<file path="src/rtl/rpsc_pkg.sv">
// Shared types and constants for the RPSC permit sequencer.
package rpsc_pkg;

  typedef enum logic [2:0] {
    S_IDLE  = 3'd0,
    S_READY = 3'd1,
    S_RAMP  = 3'd2,
    S_RUN   = 3'd3,
    S_FAULT = 3'd4
  } rpsc_state_e;

  localparam int         N_ILK_MAX = 32;
  localparam logic [4:0] FF_UV     = 5'd31;

  // 1 + index of the lowest set bit; 0 when nothing is set.
  function automatic logic [4:0] ff_code(input logic [N_ILK_MAX-1:0] v);
    logic [4:0] r;
    r = '0;
    for (int i = N_ILK_MAX - 1; i >= 0; i--)
      if (v[i]) r = 5'(i + 1);
    return r;
  endfunction

endpackage

</file>
<file path="src/rtl/rpsc_dly_timer.sv">
// Saturating run-length timer: done asserts on the TARGET-th consecutive run cycle.
module rpsc_dly_timer #(
  parameter int WIDTH  = 22,
  parameter int TARGET = 1
) (
  input  logic clk,
  input  logic reset,
  input  logic run,
  output logic done
);

  localparam logic [WIDTH-1:0] TGT  = WIDTH'(TARGET);
  localparam logic [WIDTH-1:0] LAST = WIDTH'(TARGET - 1);

  logic [WIDTH-1:0] cnt_q, cnt_d;

  always_comb begin
    cnt_d = '0;
    if (run) cnt_d = (cnt_q == TGT) ? cnt_q : cnt_q + WIDTH'(1);
  end

  always_ff @(posedge clk or posedge reset)
    if (reset) cnt_q <= '0;
    else       cnt_q <= cnt_d;

  // cnt_q counts completed run cycles, so the current cycle is number cnt_q+1.
  assign done = run && (cnt_q >= LAST);

endmodule

</file>
<file path="src/rtl/rpsc_permit_seq.sv">
// Power-supply permit sequencer: interlock latching, ramp delay and undervoltage trip.
// Optional first-fault capture is built only when RPSC_FIRST_FAULT_EN is defined.
module rpsc_permit_seq
  import rpsc_pkg::*;
#(
  parameter int N_ILK   = 7,
  parameter int TMR_W   = 22,
  parameter int OK_DLY  = 3125000,
  parameter int LOW_DLY = 3125000
) (
  input  logic             clk,
  input  logic             reset,
  input  logic [N_ILK-1:0] ilk,
  input  logic [N_ILK-1:0] ilk_mask,
  input  logic             ps_act,
  input  logic             u_low,
  input  logic             ack,
  output logic             on_perm,
  output logic             not_alarm,
  output logic             supply_ok,
  output logic             not_u_low,
  output logic [N_ILK-1:0] fault_lat,
  output logic             uv_lat,
  output logic [4:0]       first_fault,
  output logic [2:0]       state
);

  rpsc_state_e      state_q, state_d;
  logic [N_ILK-1:0] active, fault_lat_q, fault_lat_d;
  logic             uv_lat_q, uv_lat_d, not_u_low_q;
  logic             ok_done, low_done, lat_clr, uv_trip;

  assign active = ilk & ~ilk_mask;

  rpsc_dly_timer #(.WIDTH(TMR_W), .TARGET(OK_DLY)) u_ok_tmr (
    .clk   (clk),
    .reset (reset),
    .run   (state_q == S_RAMP),
    .done  (ok_done)
  );

  rpsc_dly_timer #(.WIDTH(TMR_W), .TARGET(LOW_DLY)) u_low_tmr (
    .clk   (clk),
    .reset (reset),
    .run   (state_q == S_RUN && u_low),
    .done  (low_done)
  );

  always_comb begin
    state_d = state_q;
    lat_clr = 1'b0;
    uv_trip = 1'b0;
    case (state_q)
      S_IDLE: begin
        if (ack && active == '0) lat_clr = 1'b1;
        if (active == '0 && fault_lat_q == '0 && !uv_lat_q) state_d = S_READY;
      end
      S_READY: begin
        if (active != '0) state_d = S_FAULT;
        else if (ps_act)  state_d = S_RAMP;
      end
      S_RAMP: begin
        if (active != '0)  state_d = S_FAULT;
        else if (!ps_act)  state_d = S_READY;
        else if (ok_done)  state_d = S_RUN;
      end
      S_RUN: begin
        if (active != '0) state_d = S_FAULT;
        else if (low_done) begin
          state_d = S_FAULT;
          uv_trip = 1'b1;
        end
        else if (!ps_act) state_d = S_READY;
      end
      S_FAULT: begin
        // A fault present alongside ack wins: stay here, latches untouched.
        if (ack && active == '0) begin
          state_d = S_IDLE;
          lat_clr = 1'b1;
        end
      end
      default: state_d = S_IDLE;
    endcase
    fault_lat_d = lat_clr ? '0 : (fault_lat_q | active);
    uv_lat_d    = lat_clr ? 1'b0 : (uv_lat_q | uv_trip);
  end

  always_ff @(posedge clk or posedge reset)
    if (reset) begin
      state_q     <= S_IDLE;
      fault_lat_q <= '0;
      uv_lat_q    <= 1'b0;
      not_u_low_q <= 1'b1;
    end else begin
      state_q     <= state_d;
      fault_lat_q <= fault_lat_d;
      uv_lat_q    <= uv_lat_d;
      not_u_low_q <= !(state_q == S_RUN && u_low);
    end

`ifdef RPSC_FIRST_FAULT_EN
  logic [4:0]           ff_q;
  logic [N_ILK_MAX-1:0] act_ext;

  assign act_ext = N_ILK_MAX'(active);

  always_ff @(posedge clk or posedge reset)
    if (reset)        ff_q <= '0;
    else if (lat_clr) ff_q <= '0;
    else if (state_d == S_FAULT && state_q != S_FAULT)
      ff_q <= (active != '0) ? ff_code(act_ext) : FF_UV;

  assign first_fault = ff_q;
`else
  assign first_fault = 5'd0;
`endif

  assign state     = state_q;
  assign on_perm   = (state_q == S_READY) || (state_q == S_RAMP) || (state_q == S_RUN);
  assign supply_ok = (state_q == S_RUN);
  assign not_alarm = (state_q != S_FAULT) && (fault_lat_q == '0);
  assign not_u_low = not_u_low_q;
  assign fault_lat = fault_lat_q;
  assign uv_lat    = uv_lat_q;

endmodule
</file>
<file path="config.mk">
export PLATFORM = sky130hd
export DESIGN_NAME = rpsc_permit_seq
export DESIGN_NICKNAME = d
export VERILOG_FILES = /design/src/rtl/rpsc_pkg.sv /design/src/rtl/rpsc_dly_timer.sv /design/src/rtl/rpsc_permit_seq.sv
export SDC_FILE = /design/constraint.sdc
export NUM_CORES = 1
export LEC_CHECK = 0
export CORE_AREA = 3 3 77 79
export CTS_BUF_LIST = sky130_fd_sc_hd__clkbuf_4
export DETAILED_ROUTE_END_ITERATION = 10
export DIE_AREA = 0 0 80 82
export PLACE_DENSITY = 0.88
export SYNTH_ARGS = -nofsm -noshare
export SYNTH_HDL_FRONTEND = slang
export SYNTH_SLANG_ARGS = --single-unit
</file>
<file path="constraint.sdc">
create_clock -name clk -period 2.43 [get_ports clk]
set_input_delay 0.3645 -clock clk [delete_from_list [all_inputs] [get_ports clk]]
set_output_delay 0.3645 -clock clk [all_outputs]
set_load 0.05 [all_outputs]
</file>
After elaboration in Yosys (flattened, before gate mapping)
Index checks and enable logic that the tools add are counted.
- register bits after elaboration: 56
- bits of input ports: 19
- output and inout port bits: 20
- logic and storage cells: 67
- $add $sub $neg: 2
- order comparisons: 2
- eq/ne operators: 14
- mux-type cells: 22
- bitwise logic cells: 4
- reduce and logical (&&, ||, !) cells: 17
- operator list (kind ; count):
    22-bit 2-to-1 mux ; 4
    22-bit by 1-bit adder with 22-bit output (second input constant) ; 2
    22-bit equality test (second input constant) ; 2
    22-bit greater-or-equal comparator (second input constant) ; 2
    3-bit 2-to-1 mux ; 10
    3-bit case mux with 5 select lines ; 1
    7-bit zero test ; 2
    2-bit != test (second input constant) ; 4
    7-bit AND ; 1
    1-bit logical AND ; 7
    7-bit 2-to-1 mux ; 1
    7-bit NOT ; 1
    7-bit OR ; 1
    7-bit nonzero test ; 1
    3-bit by 2-bit equality test with 1-bit output (second input constant) ; 2
    1-bit 2-to-1 mux ; 6
    3-bit != test (second input constant) ; 2
    5-bit AND reduction ; 1
    4-bit by 2-bit != test with 1-bit output (second input constant) ; 1
    4-bit != test (second input constant) ; 1
    3-bit by 1-bit equality test with 1-bit output (second input constant) ; 1
    3-bit equality test (second input constant) ; 1
    3-bit zero test ; 1
    1-bit zero test ; 2
    other kinds (3) ; 4

Logic depth before layout (Yosys ltp)
- depth after elaboration: 8
- gate-level depth with buffers: 7
- depth with buffers taken out: 6

Modules after synthesis
From an unflattened synthesis, not the netlist that was laid out.
- cells, all modules: 348
- area, all modules: 3293.2 sq um
- by module, submodules not included (module ; instances ; cells an instance ; area an instance (sq um) ; seq. area each (sq um)):
    rpsc_dly_timer ; 2 ; 136 ; 1270.0 ; 550.5
    rpsc_permit_seq ; 1 ; 76 ; 753.2 ; 301.5

Worst setup path after synthesis
OpenSTA, ideal clock, no wires.
- kind: register to output
- from: reg fault_lat_q[2], in the netlist fault_lat[2]
- to: out not_alarm
- arrival: 1736 ps
- required time: 2066 ps
- slack: 329 ps
- cell stages (with the launch flop): 4
- path buffers: 0
- cells stage by stage: dfrtp_1 nor4_1 nand2_1 a21oi_1
- word-level cells in the longest chain between the ends: 2
- RTL lines (what ; RTL line ; RTL):
    from (decl) ; rpsc_permit_seq.sv:29 ; logic [N_ILK-1:0] active, fault_lat_q, fault_lat_d;
    from (signal assigned) ; rpsc_permit_seq.sv:96 ; fault_lat_q <= fault_lat_d;
    7-bit zero test ; rpsc_permit_seq.sv:121 ; assign not_alarm = (state_q != S_FAULT) && (fault_lat_q == '0);
    1-bit logical AND ; rpsc_permit_seq.sv:121 ;
    to (decl) ; rpsc_permit_seq.sv:19 ; output logic not_alarm,
Every way passes these cells.

Final worst setup path
- from: reg state_q[1], in the netlist state[1]
- to: out state[1]
- RTL lines (what ; RTL line ; RTL):
    from (decl) ; rpsc_permit_seq.sv:28 ; rpsc_state_e state_q, state_d;
    from (signal assigned) ; rpsc_permit_seq.sv:95 ; state_q <= state_d;
    to (decl) ; rpsc_permit_seq.sv:25 ; output logic [2:0] state
No word-level cell between the ends.

==> results_dict.tcl <==
set metrics [dict create \
    holdBufCountCts 0 \
    ctsResizeCount 0 \
    synth_compound_area_frac 0.0793 \
    portBuffers 33 \
    worstHoldPathType "primary input to asynchronous set/reset pin" \
    setup_viol 0 \
    fin_setup_tns_ns 0 \
    h-tree-depth 2 \
    period_minus_slack_ns 2.12 \
    route.antenna.remaining_nets 0 \
    maxCapViolCount 0 \
    via_per_inst 5.49 \
    vias 2306 \
    rows 27 \
    synth_warnings 0 \
    synth-adder-area-share 0.0169 \
    synth_area_leader_cell "dfrtp_1" \
    clk_pin_slew_ns 0.15 \
    ys_ff_latch 56 \
    wl_mm 6.02 \
    path_cells "clkdlybuf4s50_1" \
    setup_slack_ns 0.307 \
    fp.dieH_um 82 \
    slew_viol_final 0 \
    critical_path.endpoint_type "primary output" \
    synth_flop_cell "dfrtp_1" \
    cts.root.buffer_cell "clkbuf_4" \
    final_cell_area_um2 3440 \
    synthTopCellsByArea "dfrtp_1, xnor2_1, nor2_1" \
    crit_buf_inv 1 \
    yosysUniqueCellTypes 48 \
    dpl.hpwl_mm 4.56 \
    ios 39 \
    grt_pass1_vias 2437 \
    power.density_nw_per_um2 484 \
    cp_data_required_time_ns 2.07 \
    clock_latency_ns 0.38 \
    grt_pass1_wl_mm 10.7 \
    post_cts_buffers 0 \
    die-width_um 80 \
    grt_max_degree 28 \
    syn-mean-instance-area_um2 9.53 \
    fmax_mhz 471 \
    synth_xor_area_frac 0.100 \
    rsz0062_at_grt "false" \
    vdd_drop_max_mv 0.320 \
    overflow 0 \
    ys_seq_area_frac 0.473 \
    synth_top_area_frac 0.464 \
    grt_usage 0.204 \
    dieArea_um2 6560 \
    gp_congestion 0.851 \
    avgRoutedWirePerCell_um 14.3 \
    clk_path_buf_depth 2 \
    hold_viol 0 \
    antenna_found_initial 0 \
    clkSinkCount 56 \
    cp_slowest_cell "clkdlybuf4s50_1" \
    cts_tree "done" \
    max_stage_delay_ns 0.86 \
    cp_max_fo 7 \
    fin_crit_sh 0.874 \
    synthCells 311 \
    max_slew_margin 0.512 \
    nNetsFinal 370 \
    startpoint_type "flip-flop" \
    worst-slew-pin-transition_ns 0.731 \
    drtIter0Drc 86 \
    crit_family "buffers and inverters" \
    drc 0 \
    pre_cts_ws_ns 0.172 \
    synthSimpleGateAreaFrac 0.279 \
    coreArea_um2 5410 \
    numCtsBuffers 5 \
    arrival_ns 1.76 \
    synth_top_family_by_area "simple AND/OR/NAND/NOR gates" \
    power_leakage_uw 0.00133 \
    syn_to_final_growth_pct 16.1 \
    synthMuxAreaShare 0.0101 \
    drive_gt1_frac 0.0603 \
    outcome "completed" \
    drt_pass1_iterations 4 \
    synth_edf_count 0 \
    async_flop_share 1.00 \
    fin_skew_ns 0.0104 \
    syn_area_um2 2970 \
    diodes 0 \
    placed_area_um2 3360 \
    initial_core_util 0.549 \
    criticalPathCategory "flip-flop to primary output" \
]
[cell type report]
type,instances,area [um^2]
clock inverters,3,37.5
fillers,446,1960
multi-input cells,233,1460
flip-flops and latches,56,1400
clock buffers,5,37.5
well taps,72,90.1
repair buffers,37,363
inverters,14,52.6
[cells in the final DEF (no fill, tap or decap), types with 3 or more instances in the layout]
master,count
inv_1,13
nor2_1,46
xnor2_1,20
and3_1,8
nand4_1,8
dfrtp_1,55
nor3_1,12
a21oi_1,13
xor2_1,14
mux2i_1,3
nand2_1,20
or3_1,8
ha_1,4
conb_1,5
nor4_1,5
clkbuf_4,5
buf_4,5
o21a_1,8
clkdlybuf4s50_1,30
nand3_1,11
o21ai_0,7
nor2b_1,8
and4_1,5
[worst paths after layout]
check | startpoint | to | slack, ns | cells after the start
worst max-delay path | state[1] | state[1] | 0.31 | 1
worst min register to register | fault_lat[5] | fault_lat[5] | 0.55 | 1
worst min-delay path | reset | u_ok_tmr.cnt_q[18] | 0.34 | 2
min in group clk | fault_lat[5] | fault_lat[5] | 0.55 | 1
max in group asynchronous | reset | not_u_low | 1.49 | 3
worst max register to register | u_low_tmr.cnt_q[1] | u_low_tmr.cnt_q[14] | 0.47 | 5
[kinds of logic (layout without fill, tap and decap cells)]
| logic type | Yosys count | in the layout |
|---|---|---|
| AOI/OAI and AO/OA | 37 | 37 |
| and+or+nand+nor | 150 | 150 |
| xor gates and xnor gates | 34 | 34 |
| buffers and inverters | 26 | 59 |
| other | 1 | 5 |
| adders and majority gates | 4 | 4 |
| DFF | 56 | 56 |
| muxes | 3 | 3 |
[state kept, by name (all words and copies together), names as in the netlist]
signal / count
u_ok_tmr.cnt_q: 22
uv_lat: 1
not_u_low: 1
u_low_tmr.cnt_q: 22
state: 3
fault_lat: 7
[power breakdown]
part / switching [uW] / internal [uW] / leakage, uW
Sequential: 16.7 / 950 / 0.000753
Clock: 285 / 211 / 0.0000403
Combinational: 128 / 75.2 / 0.000535
[per-stage QoR]
stage | hold slack (ns) | power [uW] | cells | util
6_report | 0.336 | 1670 | 420 | 0.637
5_1_grt | 0.366 | 1740 | 420 | 0.637
4_1_cts | 0.357 | 1680 | 420 | 0.636
3_5_place_dp | 0.511 | 1190 | 412 | 0.622
2_1_floorplan | 0.498 | 1110 | 315 | -
3_3_place_gp | 0.503 | 1190 | 412 | 0.622
[Yosys cell counts (all sizes together) (2+ instances only)]
| cell | count |
|---|---|
| and4 | 5 |
| nand3 | 13 |
| o21a | 8 |
| ha | 4 |
| nand4 | 8 |
| xor2 | 14 |
| nor3 | 14 |
| o21ai | 7 |
| dfrtp | 55 |
| buf | 7 |
| or3 | 8 |
| nor4 | 7 |
| and3 | 8 |
| or3b | 2 |
| mux2i | 3 |
| xnor2 | 20 |
| clkbuf | 5 |
| nor2b | 8 |
| inv | 14 |
| a21oi | 13 |
| nor2 | 47 |
| nand2 | 20 |
[routing by layer]
layer	global-route usage	wire length (um)
met1	0.247	2600
met2	0.362	3150
met3	0.0351	176
met4	0.0828	95
met5	0	0
(Power assumes the default switching activity.)
